<file path="src/rtl/multicycle_ctrl.sv">
// Multi-cycle MIPS control FSM: sequences fetch/decode/execute/memory/writeback,
// drives datapath controls, and traps on illegal opcodes or memory watchdog expiry.
//
// state     | meaning
// ----------+-------------------------------------------
// FETCH     | read instruction at PC, PC += 4 on ready
// DECODE    | register read, branch target into ALUOut
// MEM_ADDR  | effective address A + sign-ext imm
// MEM_RD    | load data read, waits for mem_ready
// MEM_WB    | load data written to rt
// MEM_WR    | store, waits for mem_ready
// R_EXEC    | R-type ALU operation
// R_WB      | R-type result written to rd
// BRANCH    | beq compare, PC <= ALUOut when equal
// JUMP      | PC <= jump target
// I_EXEC    | immediate ALU operation (addiu/ori/lui)
// I_WB      | immediate result written to rt
// TRAP      | dead until reset
module multicycle_ctrl #(
  parameter int TIMEOUT = 15,
  parameter bit EN_LUI  = 1'b0,
  parameter int RET_W   = 32
) (
  input  logic             clk,
  input  logic             rst,
  input  logic [5:0]       op,
  input  logic             zero,
  input  logic             mem_ready,
  output logic             mem_read,
  output logic             mem_write,
  output logic             i_or_d,
  output logic             ir_write,
  output logic             pc_write,
  output logic [1:0]       pc_source,
  output logic             alu_src_a,
  output logic [1:0]       alu_src_b,
  output logic [2:0]       alu_op,
  output logic [1:0]       ext_op,
  output logic             reg_write,
  output logic             reg_dst,
  output logic             mem_to_reg,
  output logic [3:0]       state,
  output logic             instr_done,
  output logic [RET_W-1:0] retired,
  output logic             illegal,
  output logic             timeout
);

  localparam logic [5:0] OP_RTYPE = 6'b000000;
  localparam logic [5:0] OP_J     = 6'b000010;
  localparam logic [5:0] OP_BEQ   = 6'b000100;
  localparam logic [5:0] OP_ADDIU = 6'b001001;
  localparam logic [5:0] OP_ORI   = 6'b001101;
  localparam logic [5:0] OP_LUI   = 6'b001111;
  localparam logic [5:0] OP_LW    = 6'b100011;
  localparam logic [5:0] OP_SW    = 6'b101011;

  localparam int            CW      = (TIMEOUT > 1) ? $clog2(TIMEOUT) : 1;
  localparam logic [CW-1:0] TO_LAST = CW'((TIMEOUT > 0) ? TIMEOUT - 1 : 0);
  localparam bit            WD_EN   = (TIMEOUT > 0);

  typedef enum logic [3:0] {
    S_FETCH    = 4'd0,
    S_DECODE   = 4'd1,
    S_MEM_ADDR = 4'd2,
    S_MEM_RD   = 4'd3,
    S_MEM_WB   = 4'd4,
    S_MEM_WR   = 4'd5,
    S_R_EXEC   = 4'd6,
    S_R_WB     = 4'd7,
    S_BRANCH   = 4'd8,
    S_JUMP     = 4'd9,
    S_I_EXEC   = 4'd10,
    S_I_WB     = 4'd11,
    S_TRAP     = 4'd12
  } state_t;

  state_t        cur, nxt;
  logic [CW-1:0] wcnt;
  logic          wd_hit;
  logic          wait_st;
  logic          set_illegal;
  logic          set_timeout;

  assign state   = cur;
  assign wait_st = (cur == S_FETCH) || (cur == S_MEM_RD) || (cur == S_MEM_WR);
  assign wd_hit  = WD_EN && !mem_ready && (wcnt == TO_LAST);

  always_ff @(posedge clk) begin
    if (rst) begin
      cur     <= S_FETCH;
      wcnt    <= '0;
      retired <= '0;
      illegal <= 1'b0;
      timeout <= 1'b0;
    end else begin
      cur <= nxt;
      // counter restarts on every state change, so entry to a wait state sees 0
      if (nxt != cur)
        wcnt <= '0;
      else if (wait_st && !mem_ready)
        wcnt <= wcnt + 1'b1;
      if (instr_done)
        retired <= retired + 1'b1;
      if (set_illegal)
        illegal <= 1'b1;
      if (set_timeout)
        timeout <= 1'b1;
    end
  end

  always_comb begin
    nxt         = cur;
    mem_read    = 1'b0;
    mem_write   = 1'b0;
    i_or_d      = 1'b0;
    ir_write    = 1'b0;
    pc_write    = 1'b0;
    pc_source   = 2'b00;
    alu_src_a   = 1'b0;
    alu_src_b   = 2'b00;
    alu_op      = 3'b000;
    ext_op      = 2'b00;
    reg_write   = 1'b0;
    reg_dst     = 1'b0;
    mem_to_reg  = 1'b0;
    instr_done  = 1'b0;
    set_illegal = 1'b0;
    set_timeout = 1'b0;

    case (cur)
      S_FETCH: begin
        mem_read  = 1'b1;
        alu_src_b = 2'b01;
        ir_write  = mem_ready;
        pc_write  = mem_ready;
        if (mem_ready) begin
          nxt = S_DECODE;
        end else if (wd_hit) begin
          nxt         = S_TRAP;
          set_timeout = 1'b1;
        end
      end
      S_DECODE: begin
        alu_src_b = 2'b11;
        case (op)
          OP_LW, OP_SW:      nxt = S_MEM_ADDR;
          OP_RTYPE:          nxt = S_R_EXEC;
          OP_BEQ:            nxt = S_BRANCH;
          OP_J:              nxt = S_JUMP;
          OP_ORI, OP_ADDIU:  nxt = S_I_EXEC;
          OP_LUI: begin
            if (EN_LUI) begin
              nxt = S_I_EXEC;
            end else begin
              nxt         = S_TRAP;
              set_illegal = 1'b1;
            end
          end
          default: begin
            nxt         = S_TRAP;
            set_illegal = 1'b1;
          end
        endcase
      end
      S_MEM_ADDR: begin
        alu_src_a = 1'b1;
        alu_src_b = 2'b10;
        nxt       = (op == OP_SW) ? S_MEM_WR : S_MEM_RD;
      end
      S_MEM_RD: begin
        mem_read = 1'b1;
        i_or_d   = 1'b1;
        if (mem_ready) begin
          nxt = S_MEM_WB;
        end else if (wd_hit) begin
          nxt         = S_TRAP;
          set_timeout = 1'b1;
        end
      end
      S_MEM_WB: begin
        reg_write  = 1'b1;
        mem_to_reg = 1'b1;
        instr_done = 1'b1;
        nxt        = S_FETCH;
      end
      S_MEM_WR: begin
        mem_write = 1'b1;
        i_or_d    = 1'b1;
        if (mem_ready) begin
          instr_done = 1'b1;
          nxt        = S_FETCH;
        end else if (wd_hit) begin
          nxt         = S_TRAP;
          set_timeout = 1'b1;
        end
      end
      S_R_EXEC: begin
        alu_src_a = 1'b1;
        alu_op    = 3'b010;
        nxt       = S_R_WB;
      end
      S_R_WB: begin
        reg_write  = 1'b1;
        reg_dst    = 1'b1;
        instr_done = 1'b1;
        nxt        = S_FETCH;
      end
      S_BRANCH: begin
        alu_src_a  = 1'b1;
        alu_op     = 3'b001;
        pc_source  = 2'b01;
        pc_write   = zero;
        instr_done = 1'b1;
        nxt        = S_FETCH;
      end
      S_JUMP: begin
        pc_source  = 2'b10;
        pc_write   = 1'b1;
        instr_done = 1'b1;
        nxt        = S_FETCH;
      end
      S_I_EXEC: begin
        alu_src_b = 2'b10;
        nxt       = S_I_WB;
        case (op)
          OP_ORI: begin
            alu_src_a = 1'b1;
            alu_op    = 3'b011;
            ext_op    = 2'b01;
          end
          OP_LUI: begin
            alu_op = 3'b100;
            ext_op = 2'b10;
          end
          default: begin
            alu_src_a = 1'b1;
          end
        endcase
      end
      S_I_WB: begin
        reg_write  = 1'b1;
        instr_done = 1'b1;
        nxt        = S_FETCH;
      end
      S_TRAP: begin
        nxt = S_TRAP;
      end
      default: begin
        nxt = S_TRAP;
      end
    endcase
  end

endmodule

</file>
<file path="config.mk">
export PLATFORM = sky130hd
export DESIGN_NAME = multicycle_ctrl
export DESIGN_NICKNAME = d
export VERILOG_FILES = /design/src/rtl/multicycle_ctrl.sv
export SDC_FILE = /design/constraint.sdc
export NUM_CORES = 1
export LEC_CHECK = 0
export CAP_MARGIN = 30
export CORE_UTILIZATION = 50
export DETAILED_ROUTE_END_ITERATION = 10
export PLACE_DENSITY = 0.86
export RECOVER_POWER = 100
export REMOVE_ABC_BUFFERS = 1
export SLEW_MARGIN = 10
export SYNTH_ARGS = -nofsm -noshare
export SYNTH_HDL_FRONTEND = slang
export SYNTH_SLANG_ARGS = --single-unit
</file>
<file path="constraint.sdc">
create_clock -name clk -period 6.1 [get_ports clk]
set_clock_uncertainty 0.2 [all_clocks]
set_input_delay 1.22 -clock clk [delete_from_list [all_inputs] [get_ports clk]]
set_output_delay 1.22 -clock clk [all_outputs]
set_load 0.01 [all_outputs]
</file>
==> summary.txt, run 1 <==
Synthesis
  • Yosys Warn Count: 0
  • Sequential-to-total area share from yosys stat: 33.3%
  • Synth async-reset ratio: 0%
  • Post-synth top area share: 33.3%
  • Yosys cell types: 53
  • Syn_area_per_cell: 7.77 um2
  • Largest cells by area after synthesis: dfxtp_1, nor2_1, a21oi_1
  • EDFF count, synth: 0
  • Mapped Cells: 325
  • Ys flop type: dfxtp_1
  • Yosys top cell by area: dfxtp_1
  • #FFs+latches synth: 42
  • Mapped Area: 2530 um2

Final layout
  • Layout cells sized above 1: 5.76%
  • Fillcell total: 405
  • Register area: 841 um2
  • Layout area overhead: 31.8%
  • Final cell count without fillers: 449
  • Footprint of the multi-input gates: 1560 um2
  • Final nets: 394
  • # diodes: 0

Run
  • Max cap viols: 0

Worst setup path
  • R2R cell count: 5
  • Critical Path Start Type: input pin
  • CP Class: input pin to primary output
  • CP cell instances: dlygate4sd3_1 -> nor2_1 -> nand4_1 -> or4_1 -> o21ai_0 -> dlygate4sd3_1
  • WP data required: 4.68 ns
  • CP max stage delay: 0.62 ns
  • Crit-path leading delay family: buffers and inverters
  • Worst EP arrival: 3.40 ns
  • Crit path top cell by count: dlygate4sd3_1
  • Setup crit end kind: primary output
  • Instance count on the critical path: 6
  • Bufs and invs on worst path: 2
  • Crit-path max FO: 6
  • CP max-delay cell: dlygate4sd3_1

Outcome
  • Status: completed

Clocking
  • Worst-Skew Late Latency: 0.30 ns
  • Post-CTS sizing: 0
  • Hold buffer count at CTS: 0
  • Setup Fix Bufs, Post-CTS: 0
  • CTS max path bufs: 2
  • CTS clk-pin slew, worst paths: 0.08 ns
  • CTS Sinks: 42
  • CTS Buf Count: 5
  • CTS tree: done
  • Max H-tree Level: 2
  • Root Driver: clkbuf_8

Global route
  • GR Util All Layers: 24.5%
  • Gr ovfl total: 0
  • Initial antenna violation count: 0
  • Largest net degree at the start of global routing: 28
  • First-pass GRT wire length: 10.4 mm
  • Via count of the first global-routing pass: 2305

STA
  • WHS: 0.250 ns
  • Setup violators final: 0
  • TNS Setup: 0 ns
  • Final max-slew violation count: 0
  • Final Cycle Share: 79.0%
  • Relative slew margins: 13.0%
  • Final hold viol count: 0
  • Max Freq: 207 MHz
  • Actual slew at the worst max-slew pin: 1.29 ns
  • Min Tclk post-route: 4.82 ns
  • RSZ-0062 raised after global routing: false
  • Setup ws final: 1.28 ns

Floorplanning
  • Die width: 73.1 um
  • Number of cell rows: 25
  • Full die area: 5340 um2
  • Initial Util: 52.8%
  • Core area: 4790 um2
  • Die height: 73.1 um
  • I/O Pins: 67

Route
  • Vias: 2599
  • # DRC: 0
  • Via density per instance: 5.79
  • DRT antenna net count: 0
  • TritonRoute pass-1 iters: 4
  • WL/cell: 14.0 um
  • DR iter-0 viols: 131
  • Total wire length: 6.29 mm

Placed design
  • DP HPWL: 4.60 mm
  • IO buf count: 66
  • Post-place setup slack: 1.47 ns
  • Placed cell count: 441
  • Gp weighted congestion: 0.829

Hold path
  • Worst Hold Path Cells: 2
  • HP Class: flip-flop to flip-flop

Pwr
  • Leak Pwr: 1.25 nW
  • P per Cell Area: 192 nW/um2
  • Max VDD drop: 0.190 mV
-- synth_stat cells, types with 5 or more instances --
library cell  count
nand4_1          13
nor3_1            9
clkbuf_1         11
dfxtp_1          42
xor2_1            9
nand2_1          23
nor4_1           11
nor2_1           37
a21oi_1          25
xnor2_1          10
or3_1            13
nand2b_1          5
nand3_1          12
o31ai_1           8
nor2b_1           5
or4_1            10
inv_1            12
buf_2             5
o21ai_0          19
-- final timing paths --
check / start / end / slack, ns
max: op[5] / alu_op[1] / 1.28
min: illegal / illegal / 0.25
max reg2reg: state[1] / retired[13] / 2.50
min reg2reg: illegal / illegal / 0.25
-- registers in the layout, indices dropped and copies added (netlist names) --
| signal | flops |
|---|---|
| timeout | 1 |
| retired | 32 |
| illegal | 1 |
| wcnt | 4 |
| state | 4 |
-- cell usage in the layout (no fill, tap or decap), types with 10 or more instances in the layout --
master and count:
xnor2_1 10, o21ai_0 20, nand4_1 13, nand2_1 23, a21oi_1 25, or3_1 13
dlygate4sd3_1 61, nor4_1 11, nor2_1 37, inv_1 12, or4_1 10, nand3_1 12
dfxtp_1 42
-- worst reg2reg max path: cells and delay by family, from the launching register on --
family	cells	cell delay (ns)
flip-flops	1	0.74
AO/OA/AOI/OAI	2	1.18
AND/OR/NAND/NOR	3	1.43
-- where the power goes --
part	switching (W)	internal, W	leakage [nW]
Clock	0.0000994	0.000164	0.0683
Combinational	0.0000454	0.0000405	0.839
Sequential	0.0000130	0.000279	0.339
-- through the flow --
step | instance area (um2) | power [W] | utilization [%]
floorplan | 2450 | 0.000342 | -
global placement | 3200 | 0.000387 | 67.0
detailed placement | 3200 | 0.000390 | 67.0
CTS | 3340 | 0.000652 | 69.8
global route | 3330 | 0.000664 | 69.6
finish | 3330 | 0.000641 | 69.6
-- per-layer routing --
layer | track usage [%] | part of all wire, % | vias up
li1 | - | - | 1319
met1 | 31.4 | 46 | 1214
met2 | 42.4 | 50 | 57
met3 | 3.87 | 3.4 | 9
met4 | 6.97 | 1.0 | 0
met5 | 0 | 0 | -
-- cell type report --
class / instances / share of cell area, %
clock buffer: 5 / 2.07
clock inverter: 3 / 2.07
inverter: 12 / 1.35
multi-input combinational: 253 / 46.7
sequential: 42 / 25.2
tap: 67 / 2.52
timing repair buffer: 67 / 20.1
-- logic make-up (layout without fill, tap and decap cells) --
| family | count (synthesis) | in the layout | share of synthesized area, % |
|---|---|---|---|
| compound gates | 75 | 75 | 19.1 |
| mux | 1 | 1 | 0.396 |
| buf+inv | 30 | 87 | 4.71 |
| xor+xnor | 19 | 19 | 6.59 |
| simple gates | 155 | 155 | 34.4 |
| flops | 42 | 42 | 33.3 |
| fa+ha+maj | 3 | 3 | 1.49 |
Note: power is estimated with default switching activity, not from simulation.
==> inputs of run 2 (changes only) <==
--- a/config.mk
+++ b/config.mk
@@ -6,9 +6,9 @@
 export NUM_CORES = 1
 export LEC_CHECK = 0
 export CAP_MARGIN = 30
-export CORE_UTILIZATION = 50
+export CORE_UTILIZATION = 49
 export DETAILED_ROUTE_END_ITERATION = 10
-export PLACE_DENSITY = 0.86
+export PLACE_DENSITY = 0.85
 export RECOVER_POWER = 100
 export REMOVE_ABC_BUFFERS = 1
 export SLEW_MARGIN = 10
==> constraint.sdc (replaced) <==
create_clock -name clk -period 5 [get_ports clk]
set_clock_uncertainty 0.2 [all_clocks]
set_input_delay 1 -clock clk [delete_from_list [all_inputs] [get_ports clk]]
set_output_delay 1 -clock clk [all_outputs]
set_load 0.01 [all_outputs]
==> run 2 against run 1 <==
Against the previous run:
- global-route usage barely moved
- critical path depth fell by 1
- first-iteration DRC count fell by 19%
- clock power fell by 17%
- sequential share of layout area rose by 0.37 points
- register-to-register slack got worse by 1.1 ns
- worst setup slack got worse by 0.59 ns
- via count rose by 0.96%
==> summary.txt, run 2 (same netlist as run 1, synthesis figures left out) <==
Outcome
  • Status: completed

Worst setup path
  • R2R cell count: 5 (unchanged)
  • Critical Path Start Type: input pin
  • Worst EP arrival: 3.11 ns (-0.29 ns)
  • WP data required: 3.80 ns (-0.88 ns)
  • R2R Path Start: state[1]
  • Setup crit end kind: primary output
  • Crit path capture: alu_op[1]
  • R2R setup slack: 1.45 ns (-1.05 ns)
  • CP Class: input pin to primary output
  • Crit-path max FO: 7 (+1)
  • Worst r2r dst: retired[29]
  • CP startpoint: op[2]

Final layout
  • Reg with most FFs: retired
  • Fin util: 67.7% (-1.9 points)
  • Fillcell total: 420 (+3.7%)
  • Commonest non-fill, non-tap cell in the layout: dlygate4sd3_1
  • Max FFs per register: 32 (unchanged)
  • Layout cells sized above 1: 5.48% (-0.28 points)
  • Layout area overhead: 30.0%
  • Leading cell types in the layout, fill and taps excluded: dlygate4sd3_1, dfxtp_1, nor2_1
  • Final nets: 395 (+0.25%)
  • # diodes: 0 (unchanged)
  • Cell area after layout: 3280 um2 (-1.4%)

STA
  • TNS Setup: 0 ns (unchanged)
  • Final max-slew violation count: 0 (unchanged)
  • Actual slew at the worst max-slew pin: 1.19 ns (-0.102 ns)
  • RSZ-0062 raised after global routing: false
  • Max Freq: 232 MHz
  • Relative slew margins: 19.8% (+6.9 points)
  • WHS: 0.246 ns (-0.00410 ns)
  • Setup violators final: 0 (unchanged)
  • Setup ws final: 0.688 ns (-0.591 ns)
  • Min Tclk post-route: 4.31 ns
  • Final Cycle Share: 86.2%
  • Final hold viol count: 0 (unchanged)

Clocking
  • Worst-Skew Late Latency: 0.30 ns (about the same)
  • CTS clk-pin slew, worst paths: 0.08 ns (about the same)
  • CTS Buf Count: 5 (unchanged)
  • CTS Sinks: 42 (unchanged)
  • CTS tree: done
  • Root Driver: clkbuf_8
  • CTS max path bufs: 2 (unchanged)
  • Setup Fix Bufs, Post-CTS: 0 (unchanged)
  • Hold buffer count at CTS: 0 (unchanged)
  • Max H-tree Level: 2 (unchanged)
  • Post-CTS sizing: 0 (unchanged)

Route
  • DR iter-0 viols: 106 (-19%)
  • Vias: 2624 (+0.96%)
  • WL/cell: 13.8 um (-1.3%)
  • # DRC: 0 (unchanged)
  • TritonRoute pass-1 iters: 4 (unchanged)
  • Via density per instance: 5.83 (+0.74%)
  • Total wire length: 6.23 mm (-1.1%)
  • DRT antenna net count: 0 (unchanged)

Floorplanning
  • Full die area: 5450 um2 (+2.0%)
  • Initial Util: 52.1% (-0.68 points)
  • Core area: 4850 um2 (+1.3%)
  • Die width: 73.8 um (+0.99%)
  • Die height: 73.8 um (+0.99%)
  • I/O Pins: 67 (unchanged)
  • Number of cell rows: 25 (unchanged)

Run
  • Max cap viols: 0 (unchanged)

Global route
  • Initial antenna violation count: 0 (unchanged)
  • Largest net degree at the start of global routing: 40 (+43%)
  • GR Util All Layers: 24.5% (about the same)
  • Via count of the first global-routing pass: 2344 (+1.7%)
  • Gr ovfl total: 0 (unchanged)
  • First-pass GRT wire length: 10.5 mm (+0.40%)

Placed design
  • Gp weighted congestion: 0.828 (-0.14%)
  • Post-place setup slack: 0.818 ns (-0.657 ns)
  • DP HPWL: 4.54 mm (-1.4%)
  • IO buf count: 66 (unchanged)
  • Placement Cell Area: 3210 um2 (+0.23%)

Pwr
  • Leak Pwr: 1.22 nW (-1.8%)
  • Max VDD drop: 0.185 mV (-2.5%)
  • Gate power share: 15.8% (+2.4 points)
  • Switching power: 0.000191 W (+21%)
  • Sw Ratio: 28.1% (+3.5 points)
  • Int Pwr: 0.000489 W (+1.1%)
  • P per Cell Area: 207 nW/um2 (+7.6%)
  • Clock power share: 32.3% (-8.8 points)
  • Sequential share of power: 51.9% (+6.4 points)

Hold path
  • HP Class: flip-flop to flip-flop
run 2: worst min path at each step:
| stage | startpoint | cells past startpoint | slack, ns | to |
|---|---|---|---|---|
| 3_3_place_gp | illegal | 2 | 0.24 | illegal |
| 6_report | illegal | 2 | 0.25 | illegal |
| 4_1_cts | illegal | 2 | 0.25 | illegal |
| 2_1_floorplan | illegal | 2 | 0.26 | illegal |
| 3_5_place_dp | illegal | 2 | 0.24 | illegal |
| 5_1_grt | illegal | 2 | 0.27 | illegal |
run 2: per-layer routing:
layer	GRT usage [%]	part of all wire, %	vias to the layer above	wire length, um
met5	0	0	-	0
met4	9.62	0.88	0	55
met3	4.94	5.7	9	356
met2	41.2	49	92	3070
met1	30.6	44	1210	2740
li1	-	-	1313	-
run 2: critical path, stage by stage:
cell	delay, ns
dlygate4sd3_1	0.68
nand4_1	0.22
or4_1	0.50
o21ai_0	0.09
dlygate4sd3_1	0.62
run 2: metrics by stage:
stage / power [W] / std cells
after CTS: 0.000692 / 450
final: 0.000679 / 450
after global placement: 0.000473 / 442
after floorplan: 0.000417 / 307
after detailed placement: 0.000475 / 442
after global routing: 0.000711 / 450
run 2: area by class of cell:
class | count | area [um2] | share of cell area (%)
well taps | 67 | 83.8 | 2.55
clock inverters | 2 | 13.8 | 0.419
multi-input cells | 253 | 1560 | 47.4
clock buffers | 6 | 72.6 | 2.21
inverters | 12 | 45.0 | 1.37
flip-flops and latches | 42 | 841 | 25.6
repair buffers | 68 | 672 | 20.5
run 2: power by group through the flow:
stage	clock network [W]	registers, W	logic (W)
6_report	0.000219	0.000353	0.000107
2_1_floorplan	0	0.000362	0.0000550
5_1_grt	0.000237	0.000354	0.000119
4_1_cts	0.000224	0.000353	0.000115
3_3_place_gp	0	0.000361	0.000113
3_5_place_dp	0	0.000361	0.000114
